[src/rtl/at_bat_ctrl_if.sv]
// Scorer push-buttons in, hit pulse and ball/strike/out count out.
// The controller takes the slave view; a scoreboard/driver takes the master view.
interface at_bat_ctrl_if;
    logic       btn_single;
    logic       btn_double;
    logic       btn_triple;
    logic       btn_homer;
    logic       btn_ball;
    logic       btn_strike;
    logic       btn_out;
    logic [3:0] hit;
    logic [1:0] balls;
    logic [1:0] strikes;
    logic [1:0] outs;
    logic       inning_end;

    modport master (
        output btn_single, btn_double, btn_triple, btn_homer,
        output btn_ball, btn_strike, btn_out,
        input  hit, balls, strikes, outs, inning_end
    );

    modport slave (
        input  btn_single, btn_double, btn_triple, btn_homer,
        input  btn_ball, btn_strike, btn_out,
        output hit, balls, strikes, outs, inning_end
    );
endinterface

[src/rtl/at_bat_ctrl.sv]
// At-bat controller: conditions seven scorer buttons and keeps the
// ball/strike/out count, emitting one-hot hit pulses for the base-runner tracker.
module at_bat_ctrl #(
    parameter int DEBOUNCE_CYCLES = 16
) (
    input  logic          clk,
    input  logic          reset_n,
    at_bat_ctrl_if.slave  bus
);

    localparam int CNT_W = $clog2(DEBOUNCE_CYCLES);
    localparam logic [CNT_W-1:0] CNT_MAX = CNT_W'(DEBOUNCE_CYCLES - 1);

    // Button index order doubles as priority order: higher index wins.
    localparam int B_BALL   = 0;
    localparam int B_STRIKE = 1;
    localparam int B_OUT    = 2;
    localparam int B_SINGLE = 3;
    localparam int B_DOUBLE = 4;
    localparam int B_TRIPLE = 5;
    localparam int B_HOMER  = 6;

    typedef enum logic [2:0] {
        EV_NONE, EV_BALL, EV_STRIKE, EV_OUT,
        EV_SINGLE, EV_DOUBLE, EV_TRIPLE, EV_HOMER
    } ev_t;

    logic [6:0] w_btn;
    logic [6:0] w_rise;
    ev_t        w_ev;

    assign w_btn[B_BALL]   = bus.btn_ball;
    assign w_btn[B_STRIKE] = bus.btn_strike;
    assign w_btn[B_OUT]    = bus.btn_out;
    assign w_btn[B_SINGLE] = bus.btn_single;
    assign w_btn[B_DOUBLE] = bus.btn_double;
    assign w_btn[B_TRIPLE] = bus.btn_triple;
    assign w_btn[B_HOMER]  = bus.btn_homer;

    genvar gi;
    generate
        for (gi = 0; gi < 7; gi++) begin : g_btn
            logic             r_sync1;
            logic             r_sync2;
            logic             r_deb;
            logic             r_deb_d;
            logic [CNT_W-1:0] r_cnt;

            always_ff @(posedge clk or negedge reset_n) begin
                if (!reset_n) begin
                    r_sync1 <= 1'b0;
                    r_sync2 <= 1'b0;
                    r_deb   <= 1'b0;
                    r_deb_d <= 1'b0;
                    r_cnt   <= '0;
                end else begin
                    r_sync1 <= w_btn[gi];
                    r_sync2 <= r_sync1;
                    r_deb_d <= r_deb;
                    if (r_sync2 == r_deb) begin
                        r_cnt <= '0;
                    end else if (r_cnt == CNT_MAX) begin
                        r_deb <= r_sync2;
                        r_cnt <= '0;
                    end else begin
                        r_cnt <= r_cnt + CNT_W'(1);
                    end
                end
            end

            // Press edges only; a release never produces an event.
            assign w_rise[gi] = r_deb & ~r_deb_d;
        end
    endgenerate

    always_comb begin
        w_ev = EV_NONE;
        if      (w_rise[B_HOMER])  w_ev = EV_HOMER;
        else if (w_rise[B_TRIPLE]) w_ev = EV_TRIPLE;
        else if (w_rise[B_DOUBLE]) w_ev = EV_DOUBLE;
        else if (w_rise[B_SINGLE]) w_ev = EV_SINGLE;
        else if (w_rise[B_OUT])    w_ev = EV_OUT;
        else if (w_rise[B_STRIKE]) w_ev = EV_STRIKE;
        else if (w_rise[B_BALL])   w_ev = EV_BALL;
    end

    logic [1:0] r_balls, r_strikes, r_outs;
    logic [3:0] r_hit;
    logic       r_inning_end;
    logic [1:0] w_balls_next, w_strikes_next, w_outs_next;
    logic [3:0] w_hit_next;
    logic       w_inning_end_next;
    logic       w_out_made;

    always_ff @(posedge clk or negedge reset_n) begin
        if (!reset_n) begin
            r_balls      <= 2'd0;
            r_strikes    <= 2'd0;
            r_outs       <= 2'd0;
            r_hit        <= 4'd0;
            r_inning_end <= 1'b0;
        end else begin
            r_balls      <= w_balls_next;
            r_strikes    <= w_strikes_next;
            r_outs       <= w_outs_next;
            r_hit        <= w_hit_next;
            r_inning_end <= w_inning_end_next;
        end
    end

    always_comb begin
        w_balls_next      = r_balls;
        w_strikes_next    = r_strikes;
        w_outs_next       = r_outs;
        w_hit_next        = 4'd0;
        w_inning_end_next = 1'b0;
        w_out_made        = 1'b0;
        case (w_ev)
            EV_SINGLE, EV_DOUBLE, EV_TRIPLE, EV_HOMER: begin
                w_balls_next   = 2'd0;
                w_strikes_next = 2'd0;
                case (w_ev)
                    EV_SINGLE: w_hit_next = 4'b1000;
                    EV_DOUBLE: w_hit_next = 4'b0100;
                    EV_TRIPLE: w_hit_next = 4'b0010;
                    default:   w_hit_next = 4'b0001;
                endcase
            end
            EV_BALL: begin
                if (r_balls == 2'd3) begin
                    w_hit_next     = 4'b1000;
                    w_balls_next   = 2'd0;
                    w_strikes_next = 2'd0;
                end else begin
                    w_balls_next = r_balls + 2'd1;
                end
            end
            EV_STRIKE: begin
                if (r_strikes == 2'd2) w_out_made = 1'b1;
                else                   w_strikes_next = r_strikes + 2'd1;
            end
            EV_OUT:  w_out_made = 1'b1;
            default: ;
        endcase
        // Strikeouts and fielded outs share the out/inning bookkeeping.
        if (w_out_made) begin
            w_balls_next   = 2'd0;
            w_strikes_next = 2'd0;
            if (r_outs == 2'd2) begin
                w_outs_next       = 2'd0;
                w_inning_end_next = 1'b1;
            end else begin
                w_outs_next = r_outs + 2'd1;
            end
        end
    end

    assign bus.hit        = r_hit;
    assign bus.balls      = r_balls;
    assign bus.strikes    = r_strikes;
    assign bus.outs       = r_outs;
    assign bus.inning_end = r_inning_end;

endmodule

[src/flat_wrapper.sv]
// flat-port wrapper written by rule: the top's interface ports become plain ports
module at_bat_ctrl_flat 
#(
    parameter int DEBOUNCE_CYCLES = 16
)
  (clk, reset_n, bus_btn_single, bus_btn_double, bus_btn_triple, bus_btn_homer, bus_btn_ball, bus_btn_strike, bus_btn_out, bus_hit, bus_balls, bus_strikes, bus_outs, bus_inning_end);
  at_bat_ctrl_if bus_i ();
  input  logic clk;
  input  logic reset_n;
  input wire logic [$bits(bus_i.btn_single)-1:0] bus_btn_single;
  input wire logic [$bits(bus_i.btn_double)-1:0] bus_btn_double;
  input wire logic [$bits(bus_i.btn_triple)-1:0] bus_btn_triple;
  input wire logic [$bits(bus_i.btn_homer)-1:0] bus_btn_homer;
  input wire logic [$bits(bus_i.btn_ball)-1:0] bus_btn_ball;
  input wire logic [$bits(bus_i.btn_strike)-1:0] bus_btn_strike;
  input wire logic [$bits(bus_i.btn_out)-1:0] bus_btn_out;
  output wire logic [$bits(bus_i.hit)-1:0] bus_hit;
  output wire logic [$bits(bus_i.balls)-1:0] bus_balls;
  output wire logic [$bits(bus_i.strikes)-1:0] bus_strikes;
  output wire logic [$bits(bus_i.outs)-1:0] bus_outs;
  output wire logic [$bits(bus_i.inning_end)-1:0] bus_inning_end;
  assign bus_i.btn_single = bus_btn_single;
  assign bus_i.btn_double = bus_btn_double;
  assign bus_i.btn_triple = bus_btn_triple;
  assign bus_i.btn_homer = bus_btn_homer;
  assign bus_i.btn_ball = bus_btn_ball;
  assign bus_i.btn_strike = bus_btn_strike;
  assign bus_i.btn_out = bus_btn_out;
  assign bus_hit = bus_i.hit;
  assign bus_balls = bus_i.balls;
  assign bus_strikes = bus_i.strikes;
  assign bus_outs = bus_i.outs;
  assign bus_inning_end = bus_i.inning_end;
  at_bat_ctrl #(.DEBOUNCE_CYCLES(DEBOUNCE_CYCLES)) u_core (.clk(clk), .reset_n(reset_n), .bus(bus_i));
endmodule
[config.mk]
export PLATFORM = sky130hd
export DESIGN_NAME = at_bat_ctrl_flat
export DESIGN_NICKNAME = d
export VERILOG_FILES = /design/src/rtl/at_bat_ctrl_if.sv /design/src/rtl/at_bat_ctrl.sv /design/src/flat_wrapper.sv
export SDC_FILE = /design/constraint.sdc
export NUM_CORES = 1
export LEC_CHECK = 0
export CAP_MARGIN = 20
export CORE_MARGIN = 1.5
export CORE_UTILIZATION = 52
export DETAILED_ROUTE_END_ITERATION = 8
export PLACE_DENSITY = 0.87
export SYNTH_ARGS = -nofsm -noshare
export SYNTH_HDL_FRONTEND = slang
export SYNTH_SLANG_ARGS = --single-unit
export TNS_END_PERCENT = 100
[constraint.sdc]
create_clock -name clk -period 1.4 [get_ports clk]
set_input_delay 0.21 -clock clk [delete_from_list [all_inputs] [get_ports clk]]
set_output_delay 0.21 -clock clk [all_outputs]
set_load 0.1 [all_outputs]
Word-level counts from Yosys, hierarchy flattened
Index checks and enable logic that the tools add are counted.
Word-level totals
  logic and storage cells: 144
  ROM bits: 0
  bits in latches: 0
  memories kept: 0
  bits of input ports: 9
  RAM bits: 0
  output and inout bits: 11
  register bits: 67
Operators by class
  mux-type cells: 36
  bitwise operators: 21
  add/sub/neg operators: 10
  order comparisons: 0
  shift operators: 0
  divide/modulo/power cells: 0
  reduce and logical (&&, ||, !) cells: 11
  multiply operators: 0
  eq/ne operators: 26
Operators with widths (number)
  $mux 4: 15
  $add 4x1->4 const B: 7
  $eq 4x4->1 const B: 7
  $mux 3: 6
  $not 1->1: 14
  $reduce_and 2->1: 7
  $eq 3x3->1 const B: 4
  $mux 2: 6
  $pmux 4 s3: 1
  $pmux 4 s2: 1
  $and 1x1->1: 7
  $eq 1x1->1: 7
  $add 2x1->2 const B: 3
  $eq 2x2->1 const B: 3
  $eq 3x2->1 const B: 2
  $pmux 2 s3: 1
  $mux 1: 4
  $pmux 2 s2: 1
  $reduce_bool 4->1: 1
  $reduce_or 4->1: 1
  $eq 3x1->1 const B: 1
  $ne 3x1->1 const B: 1
  $ne 3x2->1 const B: 1
  $reduce_and 3->1: 1
  other kinds (2): 2

Logic depth before layout (Yosys ltp)
  word-level depth: 13
  mapped depth: 6
  depth with buffers taken out: 5

Worst setup path before layout
Ideal clock, no wire load.
  path kind: register to register
  from: register u_core.r_strikes[0], in the netlist u_core.bus.strikes[0]
  to: register u_core.r_outs[1], in the netlist u_core.bus.outs[1]
  data required time: 1272 ps
  setup time: 128 ps
  path buffers: 0
  setup slack: -605 ps
  cell stages (with the launch flop): 6
  arrival time: 1877 ps
  cells stage by stage: dfrtp_1 inv_1 ha_1 nor2_1 a21oi_4 mux2_1
Between the ends
  longest elaborated chain between the ends: 3
Ends and longest elaborated chain
  start, declared: line at_bat_ctrl.sv:87  | logic [1:0] r_balls, r_strikes, r_outs;
  start signal, assigned: line at_bat_ctrl.sv:104  | r_strikes <= w_strikes_next;
  $eq 2x2->1: line at_bat_ctrl.sv:139  | if (r_strikes == 2'd2) w_out_made = 1'b1;
  $mux 1: line at_bat_ctrl.sv:139
  $pmux 1 s2: line at_bat_ctrl.sv:118  | case (w_ev)
  end signal, assigned: line at_bat_ctrl.sv:105  | r_outs <= w_outs_next;
  end, declared: line at_bat_ctrl.sv:87
No other way between the ends.
A chain may end at the register's enable or synchronous reset.

Worst setup path after layout
  from: register u_core.g_btn[3].r_deb
  to: register u_core.r_balls[1], in the netlist u_core.bus.balls[1]
Between the ends
  longest elaborated chain between the ends: 9
  elaborated cells between the ends (all ways): 17
  classes of those cells: eq/ne: 7; mux: 7; bitwise: 1; reduce/logical: 2
Ends and longest elaborated chain
  start, declared: line at_bat_ctrl.sv:45  | logic r_deb;
  start signal, assigned: line at_bat_ctrl.sv:63  | r_deb <= r_sync2;
  $and 1x1->1 *: line at_bat_ctrl.sv:72  | assign w_rise[gi] = r_deb & ~r_deb_d;
  $mux 3 *: line at_bat_ctrl.sv:81  | else if (w_rise[B_SINGLE]) w_ev = EV_SINGLE;
  $mux 3 *: line at_bat_ctrl.sv:80  | else if (w_rise[B_DOUBLE]) w_ev = EV_DOUBLE;
  $mux 3 *: line at_bat_ctrl.sv:79  | else if (w_rise[B_TRIPLE]) w_ev = EV_TRIPLE;
  $mux 3 *: line at_bat_ctrl.sv:78  | if (w_rise[B_HOMER]) w_ev = EV_HOMER;
  $eq 3x3->1: line at_bat_ctrl.sv:118
  $reduce_or 4->1: line at_bat_ctrl.sv:118
  $pmux 2 s2: line at_bat_ctrl.sv:118
  $mux 2: line at_bat_ctrl.sv:146  | if (w_out_made) begin
  end signal, assigned: line at_bat_ctrl.sv:103  | r_balls <= w_balls_next;
  end, declared: line at_bat_ctrl.sv:87
Every way passes the cells marked *; elsewhere a longest branch is shown, timed or not.

==> results.sh <==
export IMPL_dp_cells=316
export IMPL_wl_per_cell_um=13.7
export IMPL_cts_sinks=67
export IMPL_ys_seq_elements=67
export IMPL_pwr_share_comb_pct=5.6
export IMPL_die_area_um2=5650
export IMPL_instances_no_fill=334
export IMPL_finalWorstSetupSlack_ns=-0.167
export IMPL_failed_checks="setup timing"
export IMPL_reg2regPathDepth=5
export IMPL_worstHoldPathType="in -> reg"
export IMPL_grt_antenna_before_repair=0
export IMPL_antenna_diode_count=0
export IMPL_postRouteAntennaNets=0
export IMPL_maxSlewHeadroom_pct=74.6
export IMPL_cts_tree="built"
export IMPL_fillers=356
export IMPL_synth_edff_count=0
export IMPL_insertion_delay_ns=0.33
export IMPL_cp_max_fo=3
export IMPL_ctsRootBufferMaster="clkbuf_8"
export IMPL_synth_commonest_cells="dfrtp_1 (67), nor2_1 (14), xnor2_1 (14)"
export IMPL_power_frac_seq_pct=54.3
export IMPL_vias=1720
export IMPL_grt_max_degree=68
export IMPL_die_w_um=75.2
export IMPL_timing_rr_start="u_core.g_btn[3].r_deb"
export IMPL_leakagePower_nw=1.59
export IMPL_ys_top_cells_by_area="dfrtp_1 (62%), xnor2_1 (4.5%), ha_1 (4.2%)"
export IMPL_holdPathStages=1
export IMPL_timing_rr_end="u_core.bus.balls[1]"
export IMPL_p_switching_mw=0.832
export IMPL_synthCells=210
export IMPL_fin_crit_ns=1.57
export IMPL_grt_pass1_vias=1759
export IMPL_worst_ir_drop_vdd_v=0.000854
export IMPL_final_period_utilization_pct=112
export IMPL_crit_chain="nor2b_4 > o21a_4 > a221oi_4 > mux2_4 > o21ai_1"
export IMPL_crit_path_start_kind="flop"
export IMPL_synth_top_area_cell="dfrtp_1"
export IMPL_r2r_setup_slack_ns=-0.17
export IMPL_crit_required_ns=1.65
export IMPL_htreeDepth=3
export IMPL_netlist_area_um2=2710
export IMPL_worst_hold_slack_ns=0.316
export IMPL_outcome="complete, but fails checks"
export IMPL_routed_wl_um=4560
export IMPL_via_per_inst=5.15
export IMPL_setup_viol=4
export IMPL_pin_count=20
export IMPL_dr_first_iter_drc_count=58
export IMPL_internal_power_mw=2.98
export IMPL_drive_gt1_share_pct=28.0
export IMPL_cap_violations=0
export IMPL_synth_most_common_cell="dfrtp_1"
export IMPL_holdPathEnd="u_core.g_btn[6].r_sync1"
export IMPL_cts_buffers=9
export IMPL_clk_path_buf_depth=2
export IMPL_num_rows=26
export IMPL_yosys_warnings=0
export IMPL_power_frac_clock_pct=40.1
export IMPL_clkTransAtPathRegs_ns=0.07
export IMPL_cpPeakStageDelay_ns=0.39
export IMPL_start_util_pct=53.4
export IMPL_final_nets=277
export IMPL_yosysSeqAreaShare_pct=61.9
export IMPL_grt_pass1_wl_um=7870
export IMPL_avgSynthCellArea_um2=12.9
export IMPL_design_core_area_um2=5070
export IMPL_route_detailed_drc=0
export IMPL_worstPathArrival_ns=1.82
export IMPL_synth_top_area_share_pct=61.9
export IMPL_swShare_pct=21.8
export IMPL_synthesis_nets=228
export IMPL_async_flop_share_pct=100
export IMPL_ys_types=33
export IMPL_grt_total_usage_pct=19.4
export IMPL_die_y_um=75.2
export IMPL_ys_flop_type="dfrtp_1"
export IMPL_skew_ns=0.00672
export IMPL_hold_viol=0
export IMPL_grt_overflow=0
export IMPL_hp_start="bus_btn_homer"
export IMPL_powerDensity_nw_per_um2=1080
export IMPL_syn_to_final_growth_pct=29.8
export IMPL_port_buffers=19
export IMPL_dp_hpwl_um=3030
export IMPL_cp_slowest_cell="dfrtp_1"
export IMPL_tightest_slew_ns=0.378
export IMPL_final_max_slew_violation_count=0
export IMPL_globalplace_congestion=0.782
export IMPL_rsz0062_at_grt="yes"
export IMPL_fmax_mhz=638
export IMPL_final_core_util_pct=69.3
export IMPL_first_pass_iters=5
export IMPL_path_class="reg -> reg"
export IMPL_critical_path_endpoint_type="flop"
==> registers in the layout, indices dropped and copies added, names as in the netlist <==
name	cells
u_core.bus.strikes	2
u_core.bus.inning_end	1
u_core.bus.balls	2
u_core.bus.hit	4
u_core.g_btn.r_deb	7
u_core.g_btn.r_sync1	7
u_core.bus.outs	2
u_core.g_btn.r_sync2	7
u_core.g_btn.r_deb_d	7
u_core.g_btn.r_cnt	28
==> metrics by stage <==
step	instance area (µm²)	total power [mW]	worst slack, ns	TNS, ns
finish	3520	3.82	-0.167	-0.633
global route	3520	4.00	-0.204	-0.822
CTS	3500	3.85	-0.158	-0.598
detailed placement	3270	2.32	-0.177	-0.657
global placement	3270	2.30	-0.156	-0.551
floorplan	2740	2.21	-0.152	-0.486
==> placed cells by master, fill, tap and decap left out, drive strengths merged, types with 2 or more instances in the layout <==
cell type,count
mux2,11
nand4b,7
nand3,10
clkdlybuf4s50,7
ha,9
a21o,2
nor2,14
buf,31
nor2b,11
o21ai,8
nor3b,7
xnor2,14
inv,7
nand2,11
dfrtp,67
o22ai,2
a31oi,2
clkbuf,14
nand2b,6
a21oi,13
==> how the worst max path moves through the flow <==
stage,from,cells past startpoint,endpoint,slack [ns]
6_report,u_core.g_btn[3].r_deb,5,u_core.bus.balls[1],-0.17
2_1_floorplan,u_core.g_btn[3].r_deb,5,u_core.bus.outs[1],-0.15
3_5_place_dp,u_core.g_btn[2].r_deb_d,5,u_core.bus.outs[1],-0.18
4_1_cts,u_core.g_btn[3].r_deb,5,u_core.bus.balls[1],-0.16
3_3_place_gp,u_core.g_btn[2].r_deb_d,5,u_core.bus.outs[0],-0.16
5_1_grt,u_core.g_btn[3].r_deb,5,u_core.bus.balls[1],-0.20
==> logic make-up (layout without fill, tap and decap cells) <==
logic type	Yosys count	in the layout	share of synthesized area, %
AND/OR/NAND/NOR	70	70	15.5
flip-flops	67	67	61.9
adder cells (fa/ha/maj)	9	9	4.16
XOR/XNOR	14	14	4.52
AO/OA/AOI/OAI	31	31	8.13
multiplexers	11	11	4.57
buffers and inverters	8	62	1.25
==> power by group through the flow <==
| stage | clock, mW | combinational (mW) | sequential, mW |
|---|---|---|---|
| 5_1_grt | 1.68 | 0.245 | 2.08 |
| 6_report | 1.53 | 0.212 | 2.07 |
| 2_1_floorplan | 0 | 0.105 | 2.10 |
| 3_5_place_dp | 0 | 0.214 | 2.11 |
| 4_1_cts | 1.56 | 0.218 | 2.07 |
| 3_3_place_gp | 0 | 0.204 | 2.10 |
==> worst max-delay path, delay by kind of cell (launching register included) <==
family	cells	cell delay, ns
muxes	1	0.33
and+or+nand+nor	1	0.14
AOI/OAI and AO/OA	3	0.63
DFF	1	0.39
==> cell type report <==
cell class                      instances  area [µm²]  area share, %
Multi-Input combinational cell        135        1060           30.2
Sequential cell                        67        1690           47.9
Tap cell                               70        87.6           2.49
Clock buffer                           14         153           4.34
Timing Repair Buffer                   39         468           13.3
Clock inverter                          2        35.0          0.996
Inverter                                7        26.3          0.747
==> repair_timing <==
item	CTS	global route
buffers inserted	0	1
hold endpoints to repair	67	0
hold buffers	1	0
pin swaps	1	0
gates resized for setup	6	3
endpoints found under the setup margin	5	5
==> metal layers <==
metal | track usage (%) | part of all wire, % | vias up | wire length, µm
met2 | 30.9 | 52 | 40 | 2360
met1 | 23.9 | 43 | 849 | 1970
met5 | 0 | 0 | - | 0
met4 | 8.93 | 2.1 | 0 | 95
met3 | 6.96 | 3.0 | 7 | 139
li1 | - | - | 824 | -
No activity file was read; power rests on OpenSTA's default activity.
